--- src/rtl/ifetch_pkg.sv ---
// Shared types for the instruction-fetch front end: the fetch FSM state
// encoding and the {pc, instr} entry held in the fetch buffer.
// Entry fields are sized for the widest supported configuration; narrower
// instances zero-extend on write and truncate on read.
package ifetch_pkg;

    localparam int MAX_ADDR_W = 32;
    localparam int MAX_BIT_W  = 64;

    typedef enum logic [1:0] {
        ST_IDLE  = 2'd0,
        ST_FETCH = 2'd1,
        ST_FAULT = 2'd2
    } fetch_state_t;

    typedef struct packed {
        logic [MAX_ADDR_W-1:0] pc;
        logic [MAX_BIT_W-1:0]  instr;
    } fetch_entry_t;

endpackage

--- src/rtl/fetch_fifo.sv ---
// Two-entry fetch buffer of {pc, instr}. Push and pop in the same cycle
// keep the count unchanged. Flush empties the buffer and wins over both.
// The head reads as zero while the buffer is empty.
module fetch_fifo
    import ifetch_pkg::*;
(
    input  logic         clk,
    input  logic         rst,
    input  logic         push,
    input  logic         pop,
    input  logic         flush,
    input  fetch_entry_t wr_entry,
    output fetch_entry_t head,
    output logic [1:0]   count
);

    fetch_entry_t mem_reg [2];
    logic         rd_ptr_reg;
    logic         wr_ptr_reg;
    logic [1:0]   count_reg;
    logic         do_push;
    logic         do_pop;
    logic [1:0]   wr_en;

    assign do_pop  = pop && (count_reg != 2'd0);
    // When full, a push is only legal because the simultaneous pop frees
    // the slot the write pointer is already sitting on.
    assign do_push = push && ((count_reg != 2'd2) || do_pop);

    genvar gi;
    generate
        for (gi = 0; gi < 2; gi++) begin : g_wen
            assign wr_en[gi] = do_push && (wr_ptr_reg == 1'(gi));
        end
    endgenerate

    // Pointer and occupancy bookkeeping.
    always_ff @(posedge clk) begin
        if (rst || flush) begin
            rd_ptr_reg <= 1'b0;
            wr_ptr_reg <= 1'b0;
            count_reg  <= 2'd0;
        end else begin
            if (do_push) wr_ptr_reg <= ~wr_ptr_reg;
            if (do_pop)  rd_ptr_reg <= ~rd_ptr_reg;
            if (do_push && !do_pop)
                count_reg <= count_reg + 2'd1;
            else if (do_pop && !do_push)
                count_reg <= count_reg - 2'd1;
        end
    end

    // Entry storage; contents only matter while counted as occupied.
    always_ff @(posedge clk) begin
        if (rst) begin
            for (int i = 0; i < 2; i++) mem_reg[i] <= '0;
        end else if (!flush) begin
            for (int i = 0; i < 2; i++)
                if (wr_en[i]) mem_reg[i] <= wr_entry;
        end
    end

    assign head  = (count_reg != 2'd0) ? mem_reg[rd_ptr_reg] : '0;
    assign count = count_reg;

endmodule

--- src/rtl/ifetch_ctrl.sv ---
// Instruction fetch controller: drives a combinational-read instruction
// memory from the fetch PC and buffers returned words for decode.
// Optional feature: define IFETCH_ALIGN_CHECK_EN to trap misaligned
// redirects (adds the fault port and FAULT state); otherwise redirect
// targets have their two low bits forced to zero.
module ifetch_ctrl
    import ifetch_pkg::*;
#(
    parameter int          BIT_WIDTH  = 32,
    parameter int          ADDR_WIDTH = 10,
    parameter int unsigned RESET_PC   = 0
) (
    input  logic                  clk,
    input  logic                  rst,
    input  logic                  fetch_en,
    input  logic                  redirect_valid,
    input  logic [ADDR_WIDTH-1:0] redirect_pc,
    output logic [ADDR_WIDTH-1:0] imem_addr,
    input  logic [BIT_WIDTH-1:0]  imem_data,
    output logic                  out_valid,
    input  logic                  out_ready,
    output logic [BIT_WIDTH-1:0]  out_instr,
    output logic [ADDR_WIDTH-1:0] out_pc
`ifdef IFETCH_ALIGN_CHECK_EN
    ,
    output logic                  fault
`endif
);

    fetch_state_t          state_reg, state_next;
    logic [ADDR_WIDTH-1:0] pc_reg, pc_next;
    logic                  redirect_take;
    logic                  misaligned;
    logic                  push;
    logic                  pop;
    logic [1:0]            count;
    fetch_entry_t          wr_entry;
    fetch_entry_t          head;
    logic                  unused_head;

`ifdef IFETCH_ALIGN_CHECK_EN
    logic fault_reg;

    // Once faulted, redirects are ignored until reset.
    assign redirect_take = redirect_valid && (state_reg != ST_FAULT);
    assign misaligned    = redirect_take && (redirect_pc[1:0] != 2'b00);

    // Sticky fault flag, cleared only by reset.
    always_ff @(posedge clk) begin
        if (rst)
            fault_reg <= 1'b0;
        else if (misaligned)
            fault_reg <= 1'b1;
    end

    assign fault = fault_reg;
`else
    logic unused_redirect_lsb;

    assign redirect_take       = redirect_valid;
    assign misaligned          = 1'b0;
    assign unused_redirect_lsb = ^redirect_pc[1:0];
`endif

    // A redirect flushes the buffer, so nothing may be pushed or popped
    // in that same cycle.
    assign pop  = out_valid && out_ready && !redirect_take;
    assign push = (state_reg == ST_FETCH) && !redirect_take &&
                  ((count != 2'd2) || pop);

    // Next FSM state and next fetch PC.
    always_comb begin
        state_next = state_reg;
        case (state_reg)
            ST_IDLE:  if (fetch_en)  state_next = ST_FETCH;
            ST_FETCH: if (!fetch_en) state_next = ST_IDLE;
            default:  state_next = state_reg;
        endcase
        if (misaligned) state_next = ST_FAULT;

        pc_next = pc_reg;
        if (redirect_take && !misaligned)
            pc_next = {redirect_pc[ADDR_WIDTH-1:2], 2'b00};
        else if (push)
            pc_next = pc_reg + ADDR_WIDTH'(4);
    end

    // State and PC registers; PC wraps naturally at 2^ADDR_WIDTH.
    always_ff @(posedge clk) begin
        if (rst) begin
            state_reg <= ST_IDLE;
            pc_reg    <= ADDR_WIDTH'(RESET_PC);
        end else begin
            state_reg <= state_next;
            pc_reg    <= pc_next;
        end
    end

    // Pack the current fetch into a buffer entry.
    always_comb begin
        wr_entry       = '0;
        wr_entry.pc    = MAX_ADDR_W'(pc_reg);
        wr_entry.instr = MAX_BIT_W'(imem_data);
    end

    fetch_fifo u_fifo (
        .clk      (clk),
        .rst      (rst),
        .push     (push),
        .pop      (pop),
        .flush    (redirect_take),
        .wr_entry (wr_entry),
        .head     (head),
        .count    (count)
    );

    assign imem_addr   = pc_reg;
    assign out_valid   = (count != 2'd0);
    assign out_pc      = head.pc[ADDR_WIDTH-1:0];
    assign out_instr   = head.instr[BIT_WIDTH-1:0];
    assign unused_head = ^head;

endmodule

--- config.mk ---
export PLATFORM = sky130hd
export DESIGN_NAME = ifetch_ctrl
export DESIGN_NICKNAME = d
export VERILOG_FILES = /design/src/rtl/ifetch_pkg.sv /design/src/rtl/fetch_fifo.sv /design/src/rtl/ifetch_ctrl.sv
export SDC_FILE = /design/constraint.sdc
export NUM_CORES = 1
export LEC_CHECK = 0
export BUFFER_PORTS_ARGS = -buffer_cell sky130_fd_sc_hd__clkbuf_2
export CELL_PAD_IN_SITES_DETAIL_PLACEMENT = 1
export CELL_PAD_IN_SITES_GLOBAL_PLACEMENT = 1
export CORE_MARGIN = 10
export CORE_UTILIZATION = 29
export CTS_CLUSTER_SIZE = 20
export DETAILED_ROUTE_END_ITERATION = 8
export PLACE_DENSITY = 0.68
export SYNTH_ARGS = -nofsm -noshare
export SYNTH_HDL_FRONTEND = slang
export SYNTH_SLANG_ARGS = --single-unit
--- constraint.sdc ---
create_clock -name clk -period 2.8 [get_ports clk]
set_clock_uncertainty 0.2 [all_clocks]
set_input_delay 0.14 -clock clk [delete_from_list [all_inputs] [get_ports clk]]
set_output_delay 0.14 -clock clk [all_outputs]
set_load 0.01 [all_outputs]
==> qor.yml <==
logic_synthesis:
  synth_edf_count: 80
  synth-warning-count: 0
  ys_seq_elements: 94
  async_flop_share_pct: 0
  ys_seq_area_share_pct: 66.25
  synth_ff_type: "edfxtp_1"
  synth_area_per_cell_um2: 13.15
  syn_inst: 308
  synth_area_mm2: 0.004049
  synth.distinct_cells: 34
timing:
  fin_crit_sh_pct: 85.92
  min_period_ps: 2406
  slew_viol_final: 0
  relSlewSlack_pct: 36.00
  fmax_mhz: 415.7
  worstMarginPinSlew_ps: 956.9
  setup_viol: 0
  hold_viol_final: 0
  rsz0062_at_grt: "no"
  fin_tns_setup_ps: 0
power:
  p_leak_uw: 0.002121
  peakVddDrop_mv: 0.2702
  powerDensity_mw_per_mm2: 562.5
  finalPower_uw: 3106
run:
  drv_cap: 0
critical_path:
  worstPathRequired_ps: 2880
  arrival_ps: 2490
  worstPathMaxFanout: 7
  cp_slowest_stage_delay_ps: 570
  crit_start: "imem_addr[2]"
  ff2ff_path_depth: 5
  end_kind: "register"
  reg2reg_from: "imem_addr[2]"
  crit_cells: 5
  crit_type: "reg -> reg"
  critPathSlowestCell: "dlygate4sd3_1"
  cp_cell_sequence: "ha_1 -> nand3_1 -> or4_1 -> a311oi_1 -> dlygate4sd3_1"
  crit_family: "simple AND/OR/NAND/NOR gates"
  critPathCapture: "imem_addr[8]"
  r2r-end: "imem_addr[8]"
  start_kind: "register"
  path_buf_inv: 1
  r2r_slack_ps: 390
global_routing:
  grt_first_pass_wirelength_mm: 16.66
  overflow: 0
  grt_antenna_before_repair: 0
  gr-usage-all-layers_pct: 10.64
  grt_pass1_vias: 3245
  grt_max_degree: 41
finish:
  area_delta_synth_final_pct: 36.40
  final_cell_mix: "clkbuf_2 (93), edfxtp_1 (80), nor2_1 (51), dlygate4sd3_1 (50)"
  final_nets: 498
  final_cell_area_mm2: 0.005523
  layout-drive-gt1-share_pct: 26.87
  diodes: 0
  largest_reg_flops: 80
  final_common_cell: "clkbuf_2"
detailed_routing:
  drt_iter0_markers: 163
  drt_first_pass_iters: 4
  vias: 2831
  drc_errors: 0
  wl_per_cell_um: 16.19
  vias_per_cell: 4.465
  routed_wl_mm: 10.26
  ant_nets: 0
clock_network:
  htree_num_levels: 3
  clk_pin_slew_ps: 60
  cts_hold_buf: 50
  cts_setup_buffers: 0
  cts.sinks: 94
  clockBufferDepth: 2
  ctsResizeCount: 0
  clock_latency_ps: 330
  cts_made_buffers: 9
  clock-root-buffer: "clkbuf_16"
  cts_tree: "done"
die:
  start_util_pct: 29.40
  rows: 43
  ioPinCount: 100
  chipHeight_um: 138.2
  dieWidth_um: 138.2
  fp.dieArea_mm2: 0.01909
  core-area_mm2: 0.01377
placement:
  portBuffers: 93
  dp_hpwl_mm: 6.894
  gp_congestion: 0.7769
  postPlaceCellArea_mm2: 0.004731
worst_hold_path:
  whs_path_depth: 4
  hp-class: "in -> reg"
run_status:
  status: "complete, no violations"
==> layer usage <==
layer | up-vias | global-route usage (%) | share of wire [%] | wire length, um
li1 | 1384 | - | - | -
met1 | 1381 | 11.81 | 41 | 4256
met2 | 58 | 19.15 | 53 | 5470
met3 | 8 | 2.466 | 4.0 | 410
met4 | 0 | 4.218 | 1.2 | 126
met5 | - | 0 | 0 | 0
==> synthesized netlist by cell type (4+ instances only) <==
| cell type | number | area, um2 |
|---|---|---|
| a311oi_1 | 7 | 61.31 |
| and2_1 | 40 | 250.2 |
| buf_2 | 5 | 25.02 |
| buf_4 | 5 | 37.54 |
| clkbuf_1 | 12 | 45.04 |
| dfxtp_1 | 14 | 280.3 |
| edfxtp_1 | 80 | 2402 |
| inv_1 | 4 | 15.01 |
| mux2i_1 | 40 | 400.4 |
| nand3_1 | 6 | 30.03 |
| nor2_1 | 52 | 195.2 |
| o21ai_0 | 6 | 30.03 |
| o31ai_1 | 4 | 30.03 |
| or3_1 | 4 | 25.02 |
| or4_1 | 4 | 30.03 |
==> tightest hold or removal path: cells and delay by family <==
family / cells / cell delay, ps
AOI/OAI and AO/OA: 1 / 120
buffers and inverters: 1 / 130
and+or+nand+nor: 1 / 80
xor gates and xnor gates: 1 / 100
==> cell type report <==
type / instances / area (um2)
sequential: 94 / 2684
tap: 180 / 225.2
multi-input combinational: 190 / 1267
timing repair buffer: 149 / 1036
inverter: 5 / 18.77
clock inverter: 5 / 58.81
clock buffer: 11 / 232.7
fill: 1506 / 8250
==> where the power goes <==
| part | switching (uW) | internal [uW] | leakage (uW) | total [uW] |
|---|---|---|---|---|
| logic | 138 | 134 | 0.00105 | 273 |
| registers | 35.1 | 1590 | 0.000937 | 1630 |
| clock network | 513 | 695 | 0.000136 | 1210 |
==> stage by stage <==
step | worst slack, ps | utilization, % | std cells | hold slack (ps)
2_1_floorplan | 367.3 | - | 311 | 68.18
3_3_place_gp | 355.8 | 34.35 | 568 | 149.9
3_5_place_dp | 299.2 | 34.35 | 568 | 170.8
4_1_cts | 357.4 | 40.10 | 634 | 33.45
5_1_grt | 162.1 | 40.10 | 634 | 64.83
6_report | 394.3 | 40.10 | 634 | 59.86
==> worst min path at each step <==
stage / slack [ps] / from / endpoint
floorplan: 70 / fetch_en / state_reg[0]
CTS: 30 / redirect_valid / imem_addr[9]
global route: 60 / redirect_valid / imem_addr[9]
finish: 60 / out_ready / register
global placement: 150 / fetch_en / state_reg[0]
detailed placement: 170 / fetch_en / state_reg[0]
==> cell families after synthesis <==
kind of cell | count (synthesis) | share of synthesized area [%]
compound gates | 23 | 3.955
xor+xnor | 3 | 0.6491
fa+ha+maj | 2 | 0.6179
buf+inv | 27 | 3.121
flops | 94 | 66.25
mux | 40 | 9.889
other cells | 1 | 0.09262
simple gates | 118 | 15.42
Power figures use the tool's default switching activity.
